==> src/rtl/hall_pkg.sv <==
// hall_pkg
// Shared definitions for the Hall quadrature pattern generator and the
// benches of the angle tracking unit that consume its outputs.
//   DEFAULT_COUNTS_PER_REV : quadrature edges per mechanical revolution
//   state_t                : controller states (IDLE, RUN)
//   hall_encode()          : position[1:0] -> {hall_1, hall_2} phase code
package hall_pkg;

    localparam int DEFAULT_COUNTS_PER_REV = 4024;

    typedef enum logic {
        IDLE = 1'b0,
        RUN  = 1'b1
    } state_t;

    // Gray-style quadrature sequence: moving up the phase toggles exactly
    // one output per step, with hall_1 leading hall_2.
    function automatic logic [1:0] hall_encode(input logic [1:0] phase);
        logic [1:0] code;
        case (phase)
            2'd0:    code = 2'b00;
            2'd1:    code = 2'b10;
            2'd2:    code = 2'b11;
            default: code = 2'b01;
        endcase
        return code;
    endfunction

endpackage

==> src/rtl/hall_pattern_generator_if.sv <==
// hall_pattern_generator_if
// Move-command handshake between a controller and the pattern generator.
//   cmd_valid     : command present (master -> slave)
//   cmd_ready     : generator idle and able to take a command (slave -> master)
//   cmd_target    : destination position in edge counts
//   cmd_clockwise : 1 = count up, 0 = count down
//   step_div      : edge spacing minus one, in clock cycles
interface hall_pattern_generator_if;

    logic        cmd_valid;
    logic        cmd_ready;
    logic [11:0] cmd_target;
    logic        cmd_clockwise;
    logic [15:0] step_div;

    modport master (
        output cmd_valid,
        output cmd_target,
        output cmd_clockwise,
        output step_div,
        input  cmd_ready
    );

    modport slave (
        input  cmd_valid,
        input  cmd_target,
        input  cmd_clockwise,
        input  step_div,
        output cmd_ready
    );

endinterface

==> src/rtl/hall_step_timer.sv <==
// hall_step_timer
// Down-counting edge timer. While enabled it counts down once per cycle;
// when it sits at zero it raises tick for that cycle and reloads, so the
// tick period is reload_value + 1 cycles.
//   CLK          : system clock, rising edge
//   reset        : asynchronous, active-low reset (count forced to 0)
//   load         : load load_value (start of a move)
//   load_value   : value used by load
//   clear        : force count to 0 (end of a move)
//   enable       : count/tick permitted this cycle
//   reload_value : value reloaded after each tick
//   tick         : an edge is due this cycle
module hall_step_timer (
    input  logic        CLK,
    input  logic        reset,
    input  logic        load,
    input  logic [15:0] load_value,
    input  logic        clear,
    input  logic        enable,
    input  logic [15:0] reload_value,
    output logic        tick
);

    logic [15:0] count;

    assign tick = enable && (count == 16'd0);

    // load wins over clear because a new move may start the cycle after
    // the previous one finished.
    always_ff @(posedge CLK or negedge reset) begin
        if (!reset) begin
            count <= '0;
        end else if (load) begin
            count <= load_value;
        end else if (clear) begin
            count <= '0;
        end else if (tick) begin
            count <= reload_value;
        end else if (enable) begin
            count <= count - 16'd1;
        end
    end

endmodule

==> src/rtl/hall_pattern_generator.sv <==
// hall_pattern_generator
// Emulates the two Hall quadrature outputs of a rotating encoder. A move
// command steps an internal position toward a target, one edge every
// step_div+1 cycles, wrapping around one revolution of COUNTS_PER_REV edges.
//   CLK              : system clock, rising edge
//   reset            : asynchronous, active-low reset
//   cmd              : command handshake (slave side)
//   stop             : abort the move in progress
//   hall_1, hall_2   : registered quadrature outputs
//   position         : current emulated position in edge counts
//   busy             : a move is in progress
//   done/aborted/err : one-cycle status pulses
module hall_pattern_generator
    import hall_pkg::*;
#(
    parameter int COUNTS_PER_REV = DEFAULT_COUNTS_PER_REV
) (
    input  logic                     CLK,
    input  logic                     reset,
    hall_pattern_generator_if.slave  cmd,
    input  logic                     stop,
    output logic                     hall_1,
    output logic                     hall_2,
    output logic [11:0]              position,
    output logic                     busy,
    output logic                     done,
    output logic                     aborted,
    output logic                     err
);

    // 13 bits so a full 4096-count revolution still compares correctly.
    localparam logic [12:0] CPR_LIMIT = 13'(COUNTS_PER_REV);
    localparam logic [11:0] POS_MAX   = 12'(COUNTS_PER_REV - 1);

    state_t      state;
    state_t      state_next;
    logic [11:0] position_next;
    logic [11:0] pos_step;
    logic [11:0] target_q;
    logic        cw_q;
    logic [15:0] step_div_q;
    logic        done_next;
    logic        aborted_next;
    logic        err_next;
    logic        accept;
    logic        timer_load;
    logic        timer_clear;
    logic        timer_enable;
    logic        timer_tick;

    assign busy          = (state == RUN);
    assign cmd.cmd_ready = (state == IDLE);

    // stop suppresses an edge falling due in the same cycle.
    assign timer_enable = (state == RUN) && !stop;

    hall_step_timer u_timer (
        .CLK          (CLK),
        .reset        (reset),
        .load         (timer_load),
        .load_value   (cmd.step_div),
        .clear        (timer_clear),
        .enable       (timer_enable),
        .reload_value (step_div_q),
        .tick         (timer_tick)
    );

    // Neighbouring position in the latched direction, with wrap-around.
    always_comb begin
        if (cw_q) begin
            pos_step = (position == POS_MAX) ? 12'd0 : position + 12'd1;
        end else begin
            pos_step = (position == 12'd0) ? POS_MAX : position - 12'd1;
        end
    end

    always_comb begin
        state_next    = state;
        position_next = position;
        done_next     = 1'b0;
        aborted_next  = 1'b0;
        err_next      = 1'b0;
        accept        = 1'b0;
        timer_load    = 1'b0;
        timer_clear   = 1'b0;
        case (state)
            IDLE: begin
                if (cmd.cmd_valid) begin
                    accept = 1'b1;
                    if ({1'b0, cmd.cmd_target} >= CPR_LIMIT) begin
                        err_next = 1'b1;
                    end else if (cmd.cmd_target == position) begin
                        done_next = 1'b1;
                    end else begin
                        state_next = RUN;
                        timer_load = 1'b1;
                    end
                end
            end
            RUN: begin
                if (stop) begin
                    state_next   = IDLE;
                    aborted_next = 1'b1;
                    timer_clear  = 1'b1;
                end else if (timer_tick) begin
                    position_next = pos_step;
                    if (pos_step == target_q) begin
                        state_next  = IDLE;
                        done_next   = 1'b1;
                        timer_clear = 1'b1;
                    end
                end
            end
            default: begin
                state_next = IDLE;
            end
        endcase
    end

    always_ff @(posedge CLK or negedge reset) begin
        if (!reset) begin
            state <= IDLE;
        end else begin
            state <= state_next;
        end
    end

    // Hall outputs are encoded from the next position so they change on the
    // same edge as position and never lag it.
    always_ff @(posedge CLK or negedge reset) begin
        if (!reset) begin
            position   <= '0;
            hall_1     <= 1'b0;
            hall_2     <= 1'b0;
            done       <= 1'b0;
            aborted    <= 1'b0;
            err        <= 1'b0;
            target_q   <= '0;
            cw_q       <= 1'b0;
            step_div_q <= '0;
        end else begin
            position         <= position_next;
            {hall_1, hall_2} <= hall_encode(position_next[1:0]);
            done             <= done_next;
            aborted          <= aborted_next;
            err              <= err_next;
            if (accept) begin
                target_q   <= cmd.cmd_target;
                cw_q       <= cmd.cmd_clockwise;
                step_div_q <= cmd.step_div;
            end
        end
    end

endmodule

==> src/flat_wrapper.sv <==
// flat-port wrapper written by rule: the top's interface ports become plain ports
module hall_pattern_generator_flat import hall_pkg::*;
#(
    parameter int COUNTS_PER_REV = DEFAULT_COUNTS_PER_REV
)
  (CLK, reset, stop, hall_1, hall_2, position, busy, done, aborted, err, cmd_cmd_valid, cmd_cmd_target, cmd_cmd_clockwise, cmd_step_div, cmd_cmd_ready);
  hall_pattern_generator_if cmd_i ();
  input  logic CLK;
  input  logic reset;
  input  logic stop;
  output logic hall_1;
  output logic hall_2;
  output logic [11:0] position;
  output logic busy;
  output logic done;
  output logic aborted;
  output logic err;
  input wire logic [$bits(cmd_i.cmd_valid)-1:0] cmd_cmd_valid;
  input wire logic [$bits(cmd_i.cmd_target)-1:0] cmd_cmd_target;
  input wire logic [$bits(cmd_i.cmd_clockwise)-1:0] cmd_cmd_clockwise;
  input wire logic [$bits(cmd_i.step_div)-1:0] cmd_step_div;
  output wire logic [$bits(cmd_i.cmd_ready)-1:0] cmd_cmd_ready;
  assign cmd_i.cmd_valid = cmd_cmd_valid;
  assign cmd_i.cmd_target = cmd_cmd_target;
  assign cmd_i.cmd_clockwise = cmd_cmd_clockwise;
  assign cmd_i.step_div = cmd_step_div;
  assign cmd_cmd_ready = cmd_i.cmd_ready;
  hall_pattern_generator #(.COUNTS_PER_REV(COUNTS_PER_REV)) u_core (.CLK(CLK), .reset(reset), .cmd(cmd_i), .stop(stop), .hall_1(hall_1), .hall_2(hall_2), .position(position), .busy(busy), .done(done), .aborted(aborted), .err(err));
endmodule
==> config.mk <==
export PLATFORM = sky130hd
export DESIGN_NAME = hall_pattern_generator_flat
export DESIGN_NICKNAME = d
export VERILOG_FILES = /design/src/rtl/hall_pkg.sv /design/src/rtl/hall_pattern_generator_if.sv /design/src/rtl/hall_step_timer.sv /design/src/rtl/hall_pattern_generator.sv /design/src/flat_wrapper.sv
export SDC_FILE = /design/constraint.sdc
export NUM_CORES = 1
export LEC_CHECK = 0
export BUFFER_PORTS_ARGS = -buffer_cell sky130_fd_sc_hd__buf_2
export CAP_MARGIN = 20
export CORE_MARGIN = 3
export CORE_UTILIZATION = 55
export DETAILED_ROUTE_END_ITERATION = 8
export MAX_ROUTING_LAYER = met4
export PLACE_DENSITY_LB_ADDON = 0.3
export SYNTH_ARGS = -nofsm -noshare
export SYNTH_HDL_FRONTEND = slang
export SYNTH_SLANG_ARGS = --single-unit
==> constraint.sdc <==
create_clock -name CLK -period 3.4 [get_ports CLK]
set_clock_uncertainty 0.05 [all_clocks]
set_input_delay 0.34 -clock CLK [delete_from_list [all_inputs] [get_ports CLK]]
set_output_delay 0.34 -clock CLK [all_outputs]
set_load 0.005 [all_outputs]
==> flow_summary.json, run 1 <==
{
  "area_delta_synth_final_pct": 14.5,
  "track_usage_pct": 28.7,
  "cp-startpoint": "u_core.position[1]",
  "hpwlAfterDp_mm": 8.63,
  "synth_area_leaders": "dfrtp_1, mux2_2, o21ai_0",
  "fin_util_pct": 67.1,
  "overflow": 0,
  "synth_seq_cells": 63,
  "hp-class": "input pin to register",
  "antennaDiodeCount": 0,
  "coreArea_um2": 7490,
  "post-route-min-period_ns": 3.13,
  "syn_area_per_cell_um2": 8.77,
  "worst_pin_slew_ns": 0.628,
  "wl_mm": 12.1,
  "ios": 52,
  "rsz0062_at_grt": "false",
  "status": "finished, final reports clean",
  "dieWidth_um": 95.3,
  "placed_area_um2": 4800,
  "crit_end": "u_core.u_timer.count[12]",
  "slew_violations": 0,
  "start_kind": "register",
  "power_density_nw_per_um2": 454,
  "via_per_inst": 6.43,
  "p_total_mw": 2.28,
  "die_area_um2": 9080,
  "rr_worst_depth": 11,
  "yosysUniqueCellTypes": 64,
  "root_buffer": "clkbuf_8",
  "fillCellCount": 610,
  "port_buffers": 51,
  "dp_cells": 639,
  "antenna_found_initial": 0,
  "drc": 0,
  "synth_edf_count": 0,
  "nNetsFinal": 592,
  "cap_violations": 0,
  "row_count": 31,
  "final.setup.tns_ns": 0,
  "clock_path_buffers": 2,
  "start_util_pct": 58.6,
  "async_flop_share_pct": 100,
  "fin_cells": 657,
  "post_drt_wl_per_cell_um": 18.4,
  "setup_viol": 0,
  "syn-num-nets": 538,
  "whs_ns": 0.175,
  "gp_congestion": 1.04,
  "drt_iter0_markers": 573,
  "rr_endpoint": "u_core.u_timer.count[12]",
  "max_freq_mhz": 319,
  "clkSlewWorstSetupHoldPaths_ns": 0.07,
  "design_area_um2": 5020,
  "path_class": "register to register",
  "yosys.area.top_type": "dfrtp_1",
  "cp.arrival_ns": 3.34,
  "grt_pass1_wl_mm": 19.6,
  "die_h_um": 95.3,
  "cts-buffers-inserted": 9,
  "yosysSeqAreaShare_pct": 35.9,
  "grt_pass1_vias": 3946,
  "num_vias": 4223,
  "worstSetupEndpointType": "register",
  "yosys_warnings": 0,
  "post-place-ws_ns": 0.186,
  "hold_viol": 0,
  "worst-path-max-fanout": 9,
  "max_slew_margin_pct": 57.8,
  "first_pass_iters": 8,
  "htreeDepth": 3,
  "synth_cells": 500,
  "worstPathRequired_ns": 3.61,
  "p_leak_nw": 2.12,
  "grt_max_degree": 35,
  "clkSinkCount": 63,
  "yosys.area.top_type_share_pct": 35.9,
  "drive_above_1_share_pct": 26.9,
  "reg2reg_slack_ns": 0.27,
  "timing.rr.start": "u_core.position[1]",
  "clk_latency_ns": 0.35,
  "fin_crit_sh_pct": 92.1,
  "max-vdd-ir-drop_v": 0.000355,
  "cts_tree": "yes",
  "worst_slack_ns": 0.269,
  "synthFlopType": "dfrtp_1",
  "netlist_area_um2": 4390,
  "ant_nets": 0
}
-- final cells by class --
type,count,area (µm²),share of cell area (%)
inverters,25,93.8,1.87
flip-flops and latches,63,1580,31.4
well taps,99,124,2.47
clock inverters,4,22.5,0.448
multi-input cells,374,2550,50.9
clock buffers,11,141,2.81
repair buffers,81,508,10.1
-- synth_stat cells (11+ instances only) --
| cell type | instances |
|---|---|
| clkbuf_1 | 29 |
| nor4_1 | 15 |
| a211oi_1 | 16 |
| dfrtp_1 | 63 |
| nand2_1 | 27 |
| mux2_2 | 27 |
| xor2_1 | 17 |
| nor2_1 | 43 |
| o21ai_0 | 50 |
| o31ai_1 | 11 |
| nor3_1 | 14 |
| a21oi_1 | 17 |
| xnor2_1 | 14 |
| inv_1 | 25 |
| nand3_1 | 12 |
| a211oi_2 | 12 |
-- metal layers --
layer	wire (µm)	vias to the layer above	GRT usage [%]	part of all wire (%)
met3	1210	28	5.92	10
met1	5300	1985	40.6	44
met5	0	-	-	0
met2	5350	270	40.3	44
met4	224	0	11.1	1.9
li1	-	1940	-	-
-- kinds of logic after synthesis --
family                     share of synthesized area (%)
AOI/OAI and AO/OA                                   22.7
xor gates and xnor gates                            6.19
buffers and inverters                               6.22
adders and majority gates                           1.43
DFF                                                 35.9
muxes                                               7.62
and+or+nand+nor                                     19.9
-- critical path, stage by stage (launching register included) --
cell and delay [ns]:
dfrtp_2 0.48, inv_1 0.10, ha_1 0.21, or3b_2 0.54, nor2_2 0.23, a21oi_1 0.18
a21oi_1 0.18, xor2_1 0.32, nor4_1 0.12, and4_4 0.24, buf_12 0.14, nor4_2 0.24
-- report_power, final --
part	internal (mW)	switching, mW	total, mW
Combinational	0.320	0.386	0.706
Sequential	0.887	0.119	1.01
Clock	0.277	0.293	0.570
-- layout by cell type (no fill, tap or decap), types with 4 or more instances in the layout --
master	netlist	routed
a21oi_1	17	17
inv_1	25	25
nand3_1	12	12
a211oi_2	12	12
nand2b_1	6	6
o21ai_0	50	50
or4_1	5	5
nor2_1	43	42
nor4_1	15	14
ha_1	5	5
dfrtp_1	63	61
o31ai_1	11	11
clkbuf_8	0	10
and2_1	5	5
or3_1	5	5
nand2_1	27	27
xor2_1	17	17
nor3_1	14	14
a31oi_1	6	6
nor2b_1	5	4
buf_4	0	27
nand4_1	6	6
a211oi_1	16	16
and3_1	4	4
xnor2_1	14	14
mux2_2	27	27
buf_2	3	51
o22ai_1	6	6
-- flip-flops by register name, indices dropped and copies added, names as in the netlist, 12 cells and up --
| signal | flops |
|---|---|
| u_core.step_div_q | 16 |
| u_core.u_timer.count | 16 |
| u_core.position | 12 |
| u_core.target_q | 12 |
-- how the worst min path moves through the flow --
stage / end / depth (start not counted) / startpoint / slack (ns)
4_1_cts: u_core.cw_q / 3 / cmd_cmd_clockwise / 0.16
5_1_grt: u_core.cw_q / 3 / cmd_cmd_clockwise / 0.18
2_1_floorplan: u_core.aborted / 0 / reset / -0.006
3_3_place_gp: u_core.position[4] / 1 / reset / 0.31
6_report: u_core.cw_q / 3 / cmd_cmd_clockwise / 0.17
3_5_place_dp: u_core.position[4] / 1 / reset / 0.32
-- what timing repair did --
item | CTS | global route
endpoints found under the setup margin | 0 | 18
setup buffers | 0 | 2
resized for setup | 0 | 5
endpoints found under the hold margin | 21 | 0
hold buffers | 1 | 0
Power figures use the tool's default switching activity.
==> run 2: changes to the inputs <==
--- a/config.mk
+++ b/config.mk
@@ -8,7 +8,7 @@
 export BUFFER_PORTS_ARGS = -buffer_cell sky130_fd_sc_hd__buf_2
 export CAP_MARGIN = 20
 export CORE_MARGIN = 3
-export CORE_UTILIZATION = 55
+export CORE_UTILIZATION = 59
 export DETAILED_ROUTE_END_ITERATION = 8
 export MAX_ROUTING_LAYER = met4
 export PLACE_DENSITY_LB_ADDON = 0.3
==> flow_summary.json, run 2 (synthesized netlist as in run 1, its figures left out) <==
{
  "final_cell_mix": "dfrtp_1, buf_2, o21ai_0",
  "crit_family": "simple AND/OR/NAND/NOR gates",
  "worstSetupEndpointType": "register",
  "start_kind": "register",
  "drt_iter0_markers": 425,
  "gp_congestion": 1.02,
  "wl_mm": 12.5,
  "root_buffer": "clkbuf_8",
  "port_buffers": 51,
  "die_h_um": 92.2,
  "grt_pass1_vias": 3836,
  "ios": 52,
  "worstPathRequired_ns": 3.56,
  "slew_violations": 0,
  "hp-class": "input pin to register",
  "path_class": "register to register",
  "p_leak_nw": 2.13,
  "fin_crit_sh_pct": 92.7,
  "p_total_mw": 2.40,
  "first_pass_iters": 7,
  "grt_pass1_wl_mm": 20.0,
  "top_regs": "u_core.step_div_q x16, u_core.u_timer.count x16",
  "cp.arrival_ns": 3.31,
  "antennaDiodeCount": 0,
  "row_count": 30,
  "hold_viol": 0,
  "drc": 0,
  "cp_cell_sequence": "ha_1, nor4bb_1, buf_4, a41o_1, nor2b_1, o22ai_1, nor2_1, nor4bb_1, and4_4, buf_12, a211oi_1",
  "worst_pin_slew_ns": 0.683,
  "clkSlewWorstSetupHoldPaths_ns": 0.07,
  "post-route-min-period_ns": 3.15,
  "area_delta_synth_final_pct": 15.2,
  "max_slew_margin_pct": 54.3,
  "clk_latency_ns": 0.34,
  "max-vdd-ir-drop_v": 0.000408,
  "fillCellCount": 544,
  "post_drt_wl_per_cell_um": 19.1,
  "grt_max_degree": 35,
  "track_usage_pct": 30.7,
  "rsz0062_at_grt": "false",
  "final_common_cell": "dfrtp_1",
  "status": "finished, final reports clean",
  "hpwlAfterDp_mm": 8.90,
  "start_util_pct": 62.8,
  "power_density_nw_per_um2": 474,
  "multi_input_area_um2": 2550,
  "slowest_stage": "dfrtp_1",
  "max_stage_delay_ns": 0.50,
  "nNetsFinal": 593,
  "coreArea_um2": 6980,
  "worst-path-max-fanout": 9,
  "path_common_cell": "nor4bb_1",
  "setup_viol": 0,
  "clock_path_buffers": 2,
  "ant_nets": 0,
  "cts-buffers-inserted": 9,
  "drive_above_1_share_pct": 26.7,
  "dieWidth_um": 92.2,
  "seq_area_um2": 1580,
  "worst-path-buf-inv": 2,
  "cap_violations": 0,
  "die_area_um2": 8510,
  "overflow": 0,
  "max_freq_mhz": 317,
  "num_vias": 4182,
  "whs_ns": 0.184,
  "antenna_found_initial": 0,
  "via_per_inst": 6.38,
  "clkSinkCount": 63,
  "cts_tree": "yes",
  "final.setup.tns_ns": 0,
  "htreeDepth": 3
}
[run 2: cell types whose count changed in the layout (fill, tap and decap cells not counted), sizes merged]
| cell | delta |
|---|---|
| clkinv | -2 |
| clkbuf | +1 |
| bufinv | +1 |
| buf | +1 |
[run 2: final cells by class]
| cell class | instances | share of cell area (%) |
|---|---|---|
| Multi-Input combinational cell | 374 | 50.4 |
| Sequential cell | 63 | 31.2 |
| Timing Repair Buffer | 82 | 10.2 |
| Clock buffer | 12 | 3.07 |
| Tap cell | 96 | 2.38 |
| Inverter | 25 | 1.86 |
| Clock inverter | 3 | 0.842 |
[run 2: worst paths after layout]
check | startpoint | end | slack [ns] | cells after the start
max | u_core.position[1] | u_core.u_timer.count[0] | 0.25 | 11
min | cmd_cmd_clockwise | u_core.cw_q | 0.18 | 3
max reg2reg | u_core.position[1] | u_core.u_timer.count[0] | 0.25 | 11
min reg2reg | u_core.step_div_q[2] | u_core.step_div_q[2] | 0.46 | 1
max in group asynchronous | reset | u_core.target_q[4] | 2.08 | 3
min in group asynchronous | reset | u_core.position[7] | 0.49 | 2
[run 2: worst register-to-register path, stage by stage, from the launching register on]
cell,delay [ns]
dfrtp_1,0.50
ha_1,0.32
nor4bb_1,0.27
buf_4,0.21
a41o_1,0.35
nor2b_1,0.10
o22ai_1,0.31
nor2_1,0.10
nor4bb_1,0.28
and4_4,0.31
buf_12,0.15
a211oi_1,0.05
[run 2: report_power, final]
| part | internal [mW] | leakage, nW | switching [mW] |
|---|---|---|---|
| Sequential | 0.887 | 0.755 | 0.121 |
| Combinational | 0.318 | 1.28 | 0.396 |
| Clock | 0.374 | 0.0985 | 0.302 |
| Total | 1.58 | 2.13 | 0.819 |
[run 2: through the flow]
| stage | util (%) | setup slack [ns] | instances | instance area, µm² |
|---|---|---|---|---|
| final | 72.4 | 0.248 | 655 | 5050 |
| after global routing | 72.4 | 0.0345 | 655 | 5050 |
| after CTS | 71.6 | 0.158 | 652 | 5000 |
| after detailed placement | 68.7 | 0.192 | 636 | 4790 |
| after global placement | 68.7 | 0.256 | 636 | 4790 |
| after floorplan | - | 0.370 | 500 | 4390 |
[run 2: repair_timing]
action                                  4_1_cts  5_1_grt
hold endpoints to repair                     25        0
resized for setup                             0        3
endpoints found under the setup margin        0       18
hold buffers                                  1        0
setup buffers                                 0        3
[run 2: layer usage]
metal | up-vias | track usage [%] | wire, µm
li1 | 1938 | - | -
met1 | 2003 | 44.6 | 5590
met2 | 221 | 45.3 | 5720
met3 | 20 | 4.76 | 1070
met4 | 0 | 7.67 | 150
met5 | - | - | 0
==> run 3: changes to the inputs <==
--- a/config.mk
+++ b/config.mk
@@ -9,7 +9,9 @@
 export CAP_MARGIN = 20
 export CORE_MARGIN = 3
 export CORE_UTILIZATION = 59
+export CTS_BUF_LIST = sky130_fd_sc_hd__clkbuf_8 sky130_fd_sc_hd__clkbuf_16
 export DETAILED_ROUTE_END_ITERATION = 8
+export GPL_TIMING_DRIVEN = 0
 export MAX_ROUTING_LAYER = met4
 export PLACE_DENSITY_LB_ADDON = 0.3
 export SYNTH_ARGS = -nofsm -noshare
==> flow_summary.json, run 3 (synthesized netlist as in run 1, its figures left out) <==
{
  "clkSlewWorstSetupHoldPaths_ns": 0.07,
  "clock_power_share_pct": 28.7,
  "post-route-min-period_ns": 3.29,
  "internal_power_mw": 1.56,
  "fin_crit_sh_pct": 96.7,
  "comb_power_share_pct": 29.7,
  "coreArea_um2": 6980,
  "worst-path-max-fanout": 10,
  "nNetsFinal": 607,
  "area_delta_synth_final_pct": 16.5,
  "start_util_pct": 62.8,
  "max_freq_mhz": 304,
  "reg2reg_slack_ns": 0.11,
  "top_regs": "u_core.step_div_q x16, u_core.u_timer.count x16",
  "start_kind": "register",
  "row_count": 30,
  "antenna_found_initial": 0,
  "ios": 52,
  "ctsHoldBuffers": 0,
  "cp-startpoint": "u_core.position[1]",
  "max_stage_delay_ns": 0.47,
  "rr_worst_depth": 12,
  "cap_violations": 0,
  "whs_ns": 0.0000255,
  "cp.arrival_ns": 3.43,
  "first_pass_iters": 8,
  "hp-class": "input pin to asynchronous set/reset pin",
  "post_drt_wl_per_cell_um": 19.5,
  "grt_max_degree": 64,
  "grt_pass1_vias": 4085,
  "final_common_cell": "dfrtp_1",
  "dieWidth_um": 92.2,
  "htreeDepth": 3,
  "max_slew_margin_pct": 45.6,
  "gp_congestion": 0.926,
  "placed_area_um2": 4770,
  "cts_tree": "yes",
  "drt_iter0_markers": 590,
  "switching_power_mw": 0.865,
  "clock_path_buffers": 2,
  "clkSinkCount": 63,
  "fin_util_pct": 73.2,
  "num_vias": 4361,
  "crit_end": "u_core.u_timer.count[15]",
  "hpwlAfterDp_mm": 9.13,
  "drive_above_1_share_pct": 25.6,
  "design_area_um2": 5110,
  "sw_frac_of_total_pct": 35.6,
  "port_buffers": 51,
  "slowest_stage": "dfrtp_2",
  "die_area_um2": 8510,
  "path_class": "register to register",
  "cts-buffers-inserted": 9,
  "max-vdd-ir-drop_v": 0.000460,
  "die_h_um": 92.2,
  "ant_nets": 0,
  "overflow": 0,
  "wl_mm": 13.1,
  "via_per_inst": 6.51,
  "timing.rr.start": "u_core.position[1]",
  "cp_cell_sequence": "ha_2, nor4bb_1, buf_2, a41o_2, o311a_1, o32ai_1, xor2_1, nor4_1, and4_4, buf_6, buf_12, a211oi_2",
  "fillCellCount": 541,
  "root_buffer": "clkbuf_8",
  "grt_pass1_wl_mm": 21.1,
  "final_cell_mix": "dfrtp_1, buf_2, o21ai_0",
  "p_leak_nw": 2.11,
  "seqPwrFrac_pct": 41.7,
  "drc": 0,
  "clk_latency_ns": 0.36,
  "worstSetupEndpointType": "register",
  "worst_pin_slew_ns": 0.816,
  "worstPathRequired_ns": 3.54,
  "track_usage_pct": 32.5,
  "slew_violations": 0,
  "setup_viol": 0,
  "status": "finished, final reports clean",
  "power_density_nw_per_um2": 475,
  "hold_viol": 0,
  "rr_endpoint": "u_core.u_timer.count[15]",
  "antennaDiodeCount": 0
}
## run 3: repair_timing
action                     in CTS  in global routing
buffers inserted                3                  4
pin swaps                       2                  2
cloned                          0                  0
gates resized for setup         5                 18
setup endpoints to repair      18                 19
## run 3: power by group through the flow
stage | Clock (mW) | Sequential [mW] | Combinational (mW)
final | 0.695 | 1.01 | 0.720
after global routing | 0.730 | 1.03 | 0.794
after CTS | 0.697 | 1.00 | 0.701
after detailed placement | 0 | 1.02 | 0.690
after global placement | 0 | 1.01 | 0.667
after floorplan | 0 | 0.983 | 0.522
## run 3: routing by layer
layer,vias to the layer above,global-route usage (%),routed length (µm)
met5,-,-,0
met2,260,45.3,5700
li1,1974,-,-
met4,0,11.9,342
met3,40,6.64,1270
met1,2087,46.8,5750
## run 3: worst min path at each step
stage	startpoint	end	slack, ns	depth (start not counted)
after floorplan	reset	u_core.aborted	-0.006	0
after global placement	u_core.step_div_q[13]	u_core.step_div_q[13]	0.43	1
after detailed placement	reset	u_core.position[11]	0.43	1
after CTS	reset	u_core.step_div_q[14]	0.06	1
after global routing	reset	u_core.step_div_q[14]	0.07	1
final	reset	u_core.position[11]	0.00003	1
## run 3: worst max-delay path, delay by kind of cell (launching register included)
kind	cells	cell delay (ns)
simple gates	3	0.73
buf+inv	3	0.49
compound gates	4	0.94
flops	1	0.47
xor+xnor	1	0.22
fa+ha+maj	1	0.24
## run 3: per-stage QoR
step	worst slack [ns]	total power, mW	cells	setup TNS (ns)
2_1_floorplan	0.370	1.51	500	0
5_1_grt	-0.0565	2.55	670	-0.0641
3_5_place_dp	-0.336	1.71	647	-2.26
6_report	0.112	2.43	670	0
3_3_place_gp	-0.711	1.67	647	-4.55
4_1_cts	0.00548	2.40	666	0
## run 3: final cells by class
class / count / area (µm²) / area share, %
inverters: 25 / 93.8 / 1.84
plain buffers: 38 / 183 / 3.58
repair buffers: 58 / 310 / 6.07
multi-input cells: 374 / 2620 / 51.2
flip-flops and latches: 63 / 1580 / 30.9
clock buffers: 10 / 138 / 2.69
well taps: 96 / 120 / 2.35
clock inverters: 6 / 68.8 / 1.35
